**config.mk**
```make
export PLATFORM = sky130hd
export DESIGN_NAME = disp_scan
export DESIGN_NICKNAME = d
export VERILOG_FILES = /design/src/rtl/disp_scan.sv
export SDC_FILE = /design/constraint.sdc
export NUM_CORES = 1
export LEC_CHECK = 0
export CAP_MARGIN = 10
export CORE_MARGIN = 1
export CORE_UTILIZATION = 55
export CTS_CLUSTER_SIZE = 14
export DETAILED_ROUTE_END_ITERATION = 8
export GPL_TIMING_DRIVEN = 0
export PLACE_DENSITY = 0.84
export SLEW_MARGIN = 20
export SYNTH_ARGS = -nofsm -noshare
export SYNTH_HDL_FRONTEND = slang
export SYNTH_SLANG_ARGS = --single-unit
```
**constraint.sdc**
```tcl
create_clock -name clk -period 7.3 [get_ports clk]
set_input_delay 1.46 -clock clk [delete_from_list [all_inputs] [get_ports clk]]
set_output_delay 1.46 -clock clk [all_outputs]
set_load 0.02 [all_outputs]
```
**src/rtl/disp_scan.sv**
```systemverilog
// Multiplexed 7-segment scan controller: one shared hex decoder, one-hot anode scan with a
// per-slot guard interval, and a pending/active shadow so new values switch only at frame edges.
module disp_scan #(
    parameter int unsigned DIGITS = 4,
    parameter int unsigned DIV    = 50000,
    parameter int unsigned GUARD  = 500
) (
    input  logic                  clk,
    input  logic                  rst,
    input  logic [4*DIGITS-1:0]   data_in,
    input  logic [DIGITS-1:0]     dp_in,
    input  logic [DIGITS-1:0]     blank_mask,
    input  logic                  lz_en,
    input  logic                  load,
    output logic [6:0]            seg,
    output logic                  dp,
    output logic [DIGITS-1:0]     an,
    output logic                  frame_start
);

    localparam int unsigned CntW = (DIV > 1) ? $clog2(DIV) : 1;
    localparam int unsigned IdxW = (DIGITS > 1) ? $clog2(DIGITS) : 1;
    localparam logic [CntW-1:0] CntLast = CntW'(DIV - 1);
    localparam logic [IdxW-1:0] IdxLast = IdxW'(DIGITS - 1);

    logic [CntW-1:0]       cnt_q, cnt_d;
    logic [IdxW-1:0]       idx_q, idx_d;
    logic [4*DIGITS-1:0]   act_data_q, act_data_d;
    logic [DIGITS-1:0]     act_dp_q, act_dp_d;
    logic [4*DIGITS-1:0]   pend_data_q, pend_data_d;
    logic [DIGITS-1:0]     pend_dp_q, pend_dp_d;
    logic                  pend_v_q, pend_v_d;
    logic [6:0]            seg_q, seg_d;
    logic                  dp_q, dp_d;
    logic [DIGITS-1:0]     an_q, an_d;
    logic                  fs_q, fs_d;

    logic                  slot_end;
    logic                  frame_end;

    function automatic logic [6:0] dek7seg(input logic [3:0] nib);
        logic [6:0] s;
        unique case (nib)
            4'h0: s = 7'h3F;
            4'h1: s = 7'h06;
            4'h2: s = 7'h5B;
            4'h3: s = 7'h4F;
            4'h4: s = 7'h66;
            4'h5: s = 7'h6D;
            4'h6: s = 7'h7D;
            4'h7: s = 7'h07;
            4'h8: s = 7'h7F;
            4'h9: s = 7'h6F;
            4'hA: s = 7'h77;
            4'hB: s = 7'h7C;
            4'hC: s = 7'h39;
            4'hD: s = 7'h5E;
            4'hE: s = 7'h79;
            default: s = 7'h71;
        endcase
        return s;
    endfunction

    assign slot_end  = (cnt_q == CntLast);
    assign frame_end = slot_end && (idx_q == IdxLast);

    // Scan counters and shadow registers
    always_comb begin
        cnt_d       = cnt_q + 1'b1;
        idx_d       = idx_q;
        act_data_d  = act_data_q;
        act_dp_d    = act_dp_q;
        pend_data_d = pend_data_q;
        pend_dp_d   = pend_dp_q;
        pend_v_d    = pend_v_q;

        if (slot_end) begin
            cnt_d = '0;
            idx_d = (idx_q == IdxLast) ? '0 : idx_q + 1'b1;
        end

        if (load) begin
            pend_data_d = data_in;
            pend_dp_d   = dp_in;
            pend_v_d    = 1'b1;
        end

        // A load landing on the boundary cycle bypasses pending straight into active.
        if (frame_end) begin
            if (load) begin
                act_data_d = data_in;
                act_dp_d   = dp_in;
                pend_v_d   = 1'b0;
            end else if (pend_v_q) begin
                act_data_d = pend_data_q;
                act_dp_d   = pend_dp_q;
                pend_v_d   = 1'b0;
            end
        end
    end

    // Registered outputs computed from the current slot state
    always_comb begin
        logic       upper_zero;
        logic       suppress;
        logic [3:0] nib;

        upper_zero = 1'b1;
        suppress   = 1'b0;
        for (int i = DIGITS - 1; i >= 0; i--) begin
            upper_zero = upper_zero && (act_data_q[4*i +: 4] == 4'h0);
            if ((IdxW'(i) == idx_q) && (i != 0)) begin
                suppress = upper_zero && lz_en;
            end
        end

        nib   = act_data_q[4*idx_q +: 4];
        seg_d = (blank_mask[idx_q] || suppress) ? 7'h00 : dek7seg(nib);
        dp_d  = act_dp_q[idx_q] & ~blank_mask[idx_q];

        an_d = '0;
        if (32'(cnt_q) >= GUARD) begin
            an_d[idx_q] = 1'b1;
        end

        fs_d = (cnt_q == '0) && (idx_q == '0);
    end

    always_ff @(posedge clk or posedge rst) begin
        if (rst) begin
            cnt_q       <= '0;
            idx_q       <= '0;
            act_data_q  <= '0;
            act_dp_q    <= '0;
            pend_data_q <= '0;
            pend_dp_q   <= '0;
            pend_v_q    <= 1'b0;
            seg_q       <= '0;
            dp_q        <= 1'b0;
            an_q        <= '0;
            fs_q        <= 1'b0;
        end else begin
            cnt_q       <= cnt_d;
            idx_q       <= idx_d;
            act_data_q  <= act_data_d;
            act_dp_q    <= act_dp_d;
            pend_data_q <= pend_data_d;
            pend_dp_q   <= pend_dp_d;
            pend_v_q    <= pend_v_d;
            seg_q       <= seg_d;
            dp_q        <= dp_d;
            an_q        <= an_d;
            fs_q        <= fs_d;
        end
    end

    assign seg         = seg_q;
    assign dp          = dp_q;
    assign an          = an_q;
    assign frame_start = fs_q;

endmodule

```
==> results.json, run 1 <==
{
  "run_status": "complete, no violations",
  "setup_tns_ns": 0,
  "drt_wl_total_um": 6860,
  "dp_hpwl_um": 4730,
  "stdcell_area_um2": 4170,
  "core_um2": 5960,
  "tightest_slew_ns": 0.707,
  "crit_family": "buffers and inverters",
  "grt-ovfl-total": 0,
  "wl_per_cell_um": 17.5,
  "yosys.area_share.simple_pct": 11.0,
  "wl_met1_um": 3090,
  "synthArstFlopShare_pct": 100,
  "num_io_pins": 41,
  "h-tree-depth": 3,
  "synth_top_area_cell": "dfrtp_1",
  "relSlewSlack_pct": 51.5,
  "place_area_um2": 3950,
  "synth_seq_cells": 72,
  "highest_layer": "met4",
  "drive_gt1_share_pct": 23.7,
  "fillers": 412,
  "dieArea_um2": 6550,
  "drt_iter0_markers": 162,
  "dr.pass1.iters": 4,
  "grt_usage_pct": 23.2,
  "grt_pass1_vias": 2282,
  "drc": 0,
  "fmax_mhz": 360,
  "cts_resized": 0,
  "antenna_found_initial": 0,
  "synthAdderAreaFrac_pct": 4.38,
  "setup_viol": 0,
  "vias": 2193,
  "cts_setup_buffers": 0,
  "synth_edf_count": 0,
  "dieHeight_um": 81.0,
  "path_clk_slew_ns": 0.07,
  "dieWidth_um": 81.0,
  "cp-start-kind": "flop",
  "syn_area_um2": 3430,
  "ys_seq_area_share_pct": 52.6,
  "cts-root-buf": "clkbuf_8",
  "fin_crit_sh_pct": 38.1,
  "tritoncts": "done",
  "worst_ep_arrival_time_ns": 1.32,
  "place_congestion": 0.854,
  "slew_violations": 0,
  "yosys_warnings": 0,
  "clkLatencyLatePin_ns": 0.35,
  "fin_skew_ns": 0.00430,
  "hold_viol": 0,
  "synth_nets": 301,
  "criticalPathCategory": "flop to output pin",
  "ys_types": 39,
  "cap_violations": 0,
  "synth_compound_area_share_pct": 4.31,
  "synth.area.top_cells": "dfrtp_1 53%, mux2_4 8.8%, mux2_2 7.6%",
  "synth_top_family_by_area": "multiplexers",
  "area_growth_pct": 21.7,
  "path_max_fanout": 1,
  "fp-row-count": 28,
  "grt_pass1_wl_um": 11100,
  "cp.buffers_inverters": 1,
  "ys_top_cells_by_count": "72 x dfrtp_1, 23 x mux2_2, 20 x mux2_4",
  "synth_top_cell_area_share_pct": 52.6,
  "muxShareOfSynthArea_pct": 20.7,
  "met3_length_um": 371,
  "port_buffers": 40,
  "cts_inserted_buffers": 9,
  "cpMaxStageDelayCell": "clkdlybuf4s50_1",
  "crit_chain": "clkdlybuf4s50_1",
  "grt_max_degree": 53,
  "ant_nets": 0,
  "finalHoldWorstSlack_ns": 0.499,
  "rsz0062_at_grt": "false",
  "synth.avg_cell_area_um2": 13.1,
  "synthFlopType": "dfrtp_1",
  "ir_drop_v": 0.000130,
  "clkSinkCount": 72,
  "post_drt_via_cell_ratio": 5.59,
  "yosysMostFrequentCell": "dfrtp_1",
  "wl_met2_um": 3270,
  "power_density_nw_per_um2": 196,
  "ctsHoldBuffers": 0,
  "initial_core_util_pct": 57.6,
  "leakage_nw": 1.91,
  "hold_path.class": "flop to flop",
  "nets": 353,
  "worstSetupEndpointType": "output pin",
  "cts_buffer_depth": 2,
  "netlist_instances": 261,
  "max_stage_delay_ns": 0.63,
  "period_minus_slack_ns": 2.78,
  "diodes": 0,
  "crit_required_ns": 5.84,
  "synth_xor_area_share_pct": 4.09
}
[through the flow]
step / total power, W / setup WS, ns / util (%) / cells
detailed placement: 0.000476 / 4.29 / 66.4 / 377
floorplan: 0.000448 / 4.02 / - / 261
CTS: 0.000827 / 4.50 / 70.1 / 392
global placement: 0.000471 / 2.99 / 65.9 / 376
global route: 0.000848 / 4.49 / 70.1 / 392
finish: 0.000819 / 4.52 / 70.1 / 392
[cells by family after synthesis]
family                   Yosys count
buffers and inverters             18
adder cells (fa/ha/maj)           12
AND/OR/NAND/NOR                   68
AO/OA/AOI/OAI                     22
flip-flops                        72
XOR/XNOR                          16
multiplexers                      53
[registers in the layout, summed over array words and instances, names as in the netlist]
signal,count
pend_dp_q,4
seg,7
act_data_q,16
pend_v_q,1
dp,1
an,4
act_dp_q,4
idx_q,2
frame_start,1
pend_data_q,16
cnt_q,16
[layout by cell type (no fill, tap or decap), types with 2 or more instances in the layout]
cell type,count
buf_6,4
mux4_2,4
ha_1,12
a211oi_1,2
inv_1,9
and4_1,2
dfrtp_1,72
clkbuf_1,2
xnor2_1,11
buf_2,3
clkbuf_8,11
and2_1,4
o311ai_0,2
a21oi_1,3
nand3_1,7
nor2_1,19
nand3b_1,2
nand2_1,13
nand4_1,2
nor3_1,5
xor2_1,5
o22ai_1,2
mux2_4,20
a311oi_1,2
bufinv_16,2
nor4_4,2
clkdlybuf4s50_1,40
mux2_2,23
o21ai_0,6
nor2b_1,2
nor4_1,5
mux2i_1,6
[metal layers]
| layer | up-vias | global-route usage (%) |
|---|---|---|
| li1 | 1031 | - |
| met1 | 1074 | 30.5 |
| met2 | 73 | 36.6 |
| met3 | 15 | 5.06 |
| met4 | 0 | 10.9 |
| met5 | - | 0 |
[final cells by class]
| class | instances | area, um2 | share of cell area (%) |
|---|---|---|---|
| clock buffers | 12 | 155 | 3.72 |
| multi-input cells | 171 | 1530 | 36.6 |
| inverters | 10 | 40.0 | 0.960 |
| repair buffers | 41 | 428 | 10.3 |
| plain buffers | 8 | 63.8 | 1.53 |
| flip-flops and latches | 72 | 1800 | 43.2 |
| clock inverters | 3 | 65.1 | 1.56 |
| well taps | 75 | 93.8 | 2.25 |
[path summary, 6_finish.rpt]
path                                 startpoint               to  slack (ns)  depth (start not counted)
worst min register to register  pend_data_q[15]  pend_data_q[15]        0.50                          1
max in group asynchronous                   rst  pend_data_q[12]        5.35                          3
worst max-delay path                     seg[5]           seg[5]        4.52                          1
worst max register to register         idx_q[0]           seg[0]        4.92                          7
worst min-delay path            pend_data_q[15]  pend_data_q[15]        0.50                          1
min in group asynchronous                   rst            an[2]        1.41                          2
[report_power, final]
part	leakage (nW)	switching (W)	total [W]	internal [W]
clock network	0.112	0.000142	0.000351	0.000209
registers	0.927	0.00000354	0.000415	0.000411
logic	0.866	0.0000234	0.0000531	0.0000297
No activity file was read; power rests on OpenSTA's default activity.
==> run 2: changes to the inputs <==
- clock period: 7.3 -> 2.8 ns (I/O delays scaled with it)
==> results of run 2 <==
Same layout as run 1 (identical final DEF). Status: complete, no violations.
Among the figures that moved: setup slack after placement 4.29 ns -> 0.453 ns; setup slack after layout 4.52 ns -> 0.418 ns; start point of the critical path seg[5] -> idx_q[0]; end point of the critical path seg[5] -> seg[0]; register-to-register setup slack 4.92 ns -> 0.42 ns; total power 0.000819 W -> 0.00213 W; worst IR drop on VDD 0.000130 V -> 0.000339 V
==> RTL edit (settings of run 2) <==
The output `an` loses its register stage (`an_q` becomes a continuous assignment).
--- a/src/rtl/disp_scan.sv
+++ b/src/rtl/disp_scan.sv
@@ -137,7 +137,6 @@
             pend_v_q    <= 1'b0;
             seg_q       <= '0;
             dp_q        <= 1'b0;
-            an_q        <= '0;
             fs_q        <= 1'b0;
         end else begin
             cnt_q       <= cnt_d;
@@ -149,10 +148,11 @@
             pend_v_q    <= pend_v_d;
             seg_q       <= seg_d;
             dp_q        <= dp_d;
-            an_q        <= an_d;
             fs_q        <= fs_d;
         end
     end
+
+    assign an_q = an_d;
 
     assign seg         = seg_q;
     assign dp          = dp_q;
Behaviour: same outputs for any inputs over 10 cycles, from zero or initial values and one cycle with rst high; that may be too few to reach the edited logic, so the function may still have changed.
==> RTL edit against run 2 <==
Power decreased by 6.2%; fmax decreased by 12%; design area decreased by 3.4%; combinational power decreased by 4%; sequential cell count decreased by 4; hold slack got worse by 0.0088 ns; synthesized area decreased by 4.1%; routed wire length decreased by 5.3%; setup slack got worse by 0.32 ns.
==> RTL edit: results (changes against run 2) <==
| Metric | Value |
|---|---|
| Worst Hold End | cnt_q[0] (was pend_data_q[15]) |
| Syn Area/Cell | 12.8 um^2 (was 13.1 um^2) |
| Syn_nets | 296 (was 301) |
| Hpwl dp | 4630 um (was 4730 um) |
| Total number of vias | 2162 (was 2193) |
| Global-route wire length before repair | 10700 um (was 11100 um) |
| Min-delay src | cnt_q[0] (was pend_data_q[15]) |
| Fin nets | 348 (was 353) |
| Clock Skew | 0.0115 ns (was 0.00430 ns) |
| Port-buffer cells | 40 (unchanged) |
| Vias in the first global route | 2129 (was 2282) |
| Worst stage delay on the critical path | 0.59 ns (was 0.61 ns) |
| Hold WS | 0.491 ns (was 0.499 ns) |
| Largest net degree at the start of global routing | 49 (was 53) |
| Clkbuf count | 11 (was 12) |
| P_leak | 1.86 nW (was 1.91 nW) |
| Layout cells sized above 1 | 23.6% (was 23.7%) |
| Max-slew headroom | 51.0% (was 51.5%) |
| First DRT Iteration DRCs | 106 (was 162) |
| Critical Path AT | 2.14 ns (was 2.65 ns) |
| Clk cell area share | 5.22% (was 5.28%) |
| Non-Filler Instances | 385 (was 392) |
| CTS Sinks | 68 (was 72) |
| Slowest CP cell | or4_4 (was mux4_2) |
| Seq area share | 42.2% (was 43.2%) |
| RePlAce Congestion | 0.824 (was 0.854) |
| Synth cell count leaders | dfrtp_1 (68), mux2_2 (23), mux2_4 (20) (was dfrtp_1 (72), mux2_2 (23), mux2_4 (20)) |
| Crit Path Max Fanout | 4 (was 10) |
| DRT Pass-1 Iters | 4 (unchanged) |
| WL/cell | 16.9 um (was 17.5 um) |
| GR Util All Layers | 23.4% (was 23.2%) |
| Placed Instances | 369 (was 377) |
| Status | finished clean (unchanged) |
| Sequential fraction of the synthesis area | 51.8% (was 52.6%) |
| Critical Path Sink | an[3] (was seg[0]) |
| Inverters | 9 (was 10) |
| Nonclk buf count | 50 (was 49) |
| Family with the most delay on the worst path | simple AND/OR/NAND/NOR gates (was multiplexers) |
| Post-synthesis cell type count | 40 (was 39) |
| Crit path from | cnt_q[12] (was idx_q[0]) |
| Fillers | 371 (was 412) |
| Non-clock buffering overhead | 11.8% (about the same) |
| Clock Latency Late Sink | 0.35 ns (about the same) |
| Area of the multi-input gates | 1520 um^2 (was 1530 um^2) |
| Multi-input gates | 170 (was 171) |
| Worst ir drop on vdd | 0.373 mV (was 0.339 mV) |
| Ranking of synthesized cells by area | dfrtp_1 (52%), mux2_4 (9.1%), mux2_2 (7.9%) (was dfrtp_1 (53%), mux2_4 (8.8%), mux2_2 (7.6%)) |
-- RTL edit: changes by cell type after synthesis, moves of 2 or more --
cell / delta
dfrtp_1: -4
nand2_1: +2
xor2_1: +3
clkbuf_1: +4
nor4_1: -2
xnor2_1: -3
nand3_1: -2
and3_1: +5
buf_6: -2
-- RTL edit: worst reg2reg max path: cells and delay by family (launching register included) --
| family | cells | cell delay, ns |
|---|---|---|
| simple gates | 1 | 0.37 |
| buf+inv | 1 | 0.28 |
| flops | 1 | 0.38 |
| fa+ha+maj | 1 | 0.29 |
| compound gates | 3 | 0.34 |
| mux | 1 | 0.64 |
-- RTL edit: layer usage --
layer / routed length [um] / track usage, %
met4: 126 / 10.4
met2: 3260 / 36.5
met5: 0 / 0
met1: 2890 / 30.8
met3: 213 / 6.21
-- RTL edit: power by group --
group / switching [mW] / leakage [nW] / internal, mW
combinational: 0.0577 / 0.882 / 0.0752
sequential: 0.00830 / 0.871 / 1.01
clock: 0.384 / 0.102 / 0.461
-- RTL edit: stage by stage --
step / setup slack, ns / area (um^2)
after CTS: 0.0120 / 4010
after global routing: -0.00876 / 4030
final: 0.0955 / 4030
after detailed placement: 0.189 / 3810
after global placement: -0.552 / 3780
after floorplan: 0.528 / 3290
-- RTL edit: kinds of logic after synthesis --
logic type	share of synthesized area, %
simple gates	11.0
compound gates	4.22
mux	21.6
flops	51.8
xor+xnor	4.26
fa+ha+maj	4.57
buf+inv	2.59
-- RTL edit: what timing repair did --
action / 4_1_cts / 5_1_grt
setup endpoints to repair: 4 / 4
gates resized for setup: 4 / 2
pin swaps: 0 / 1
hold endpoints to repair: 0 / 0
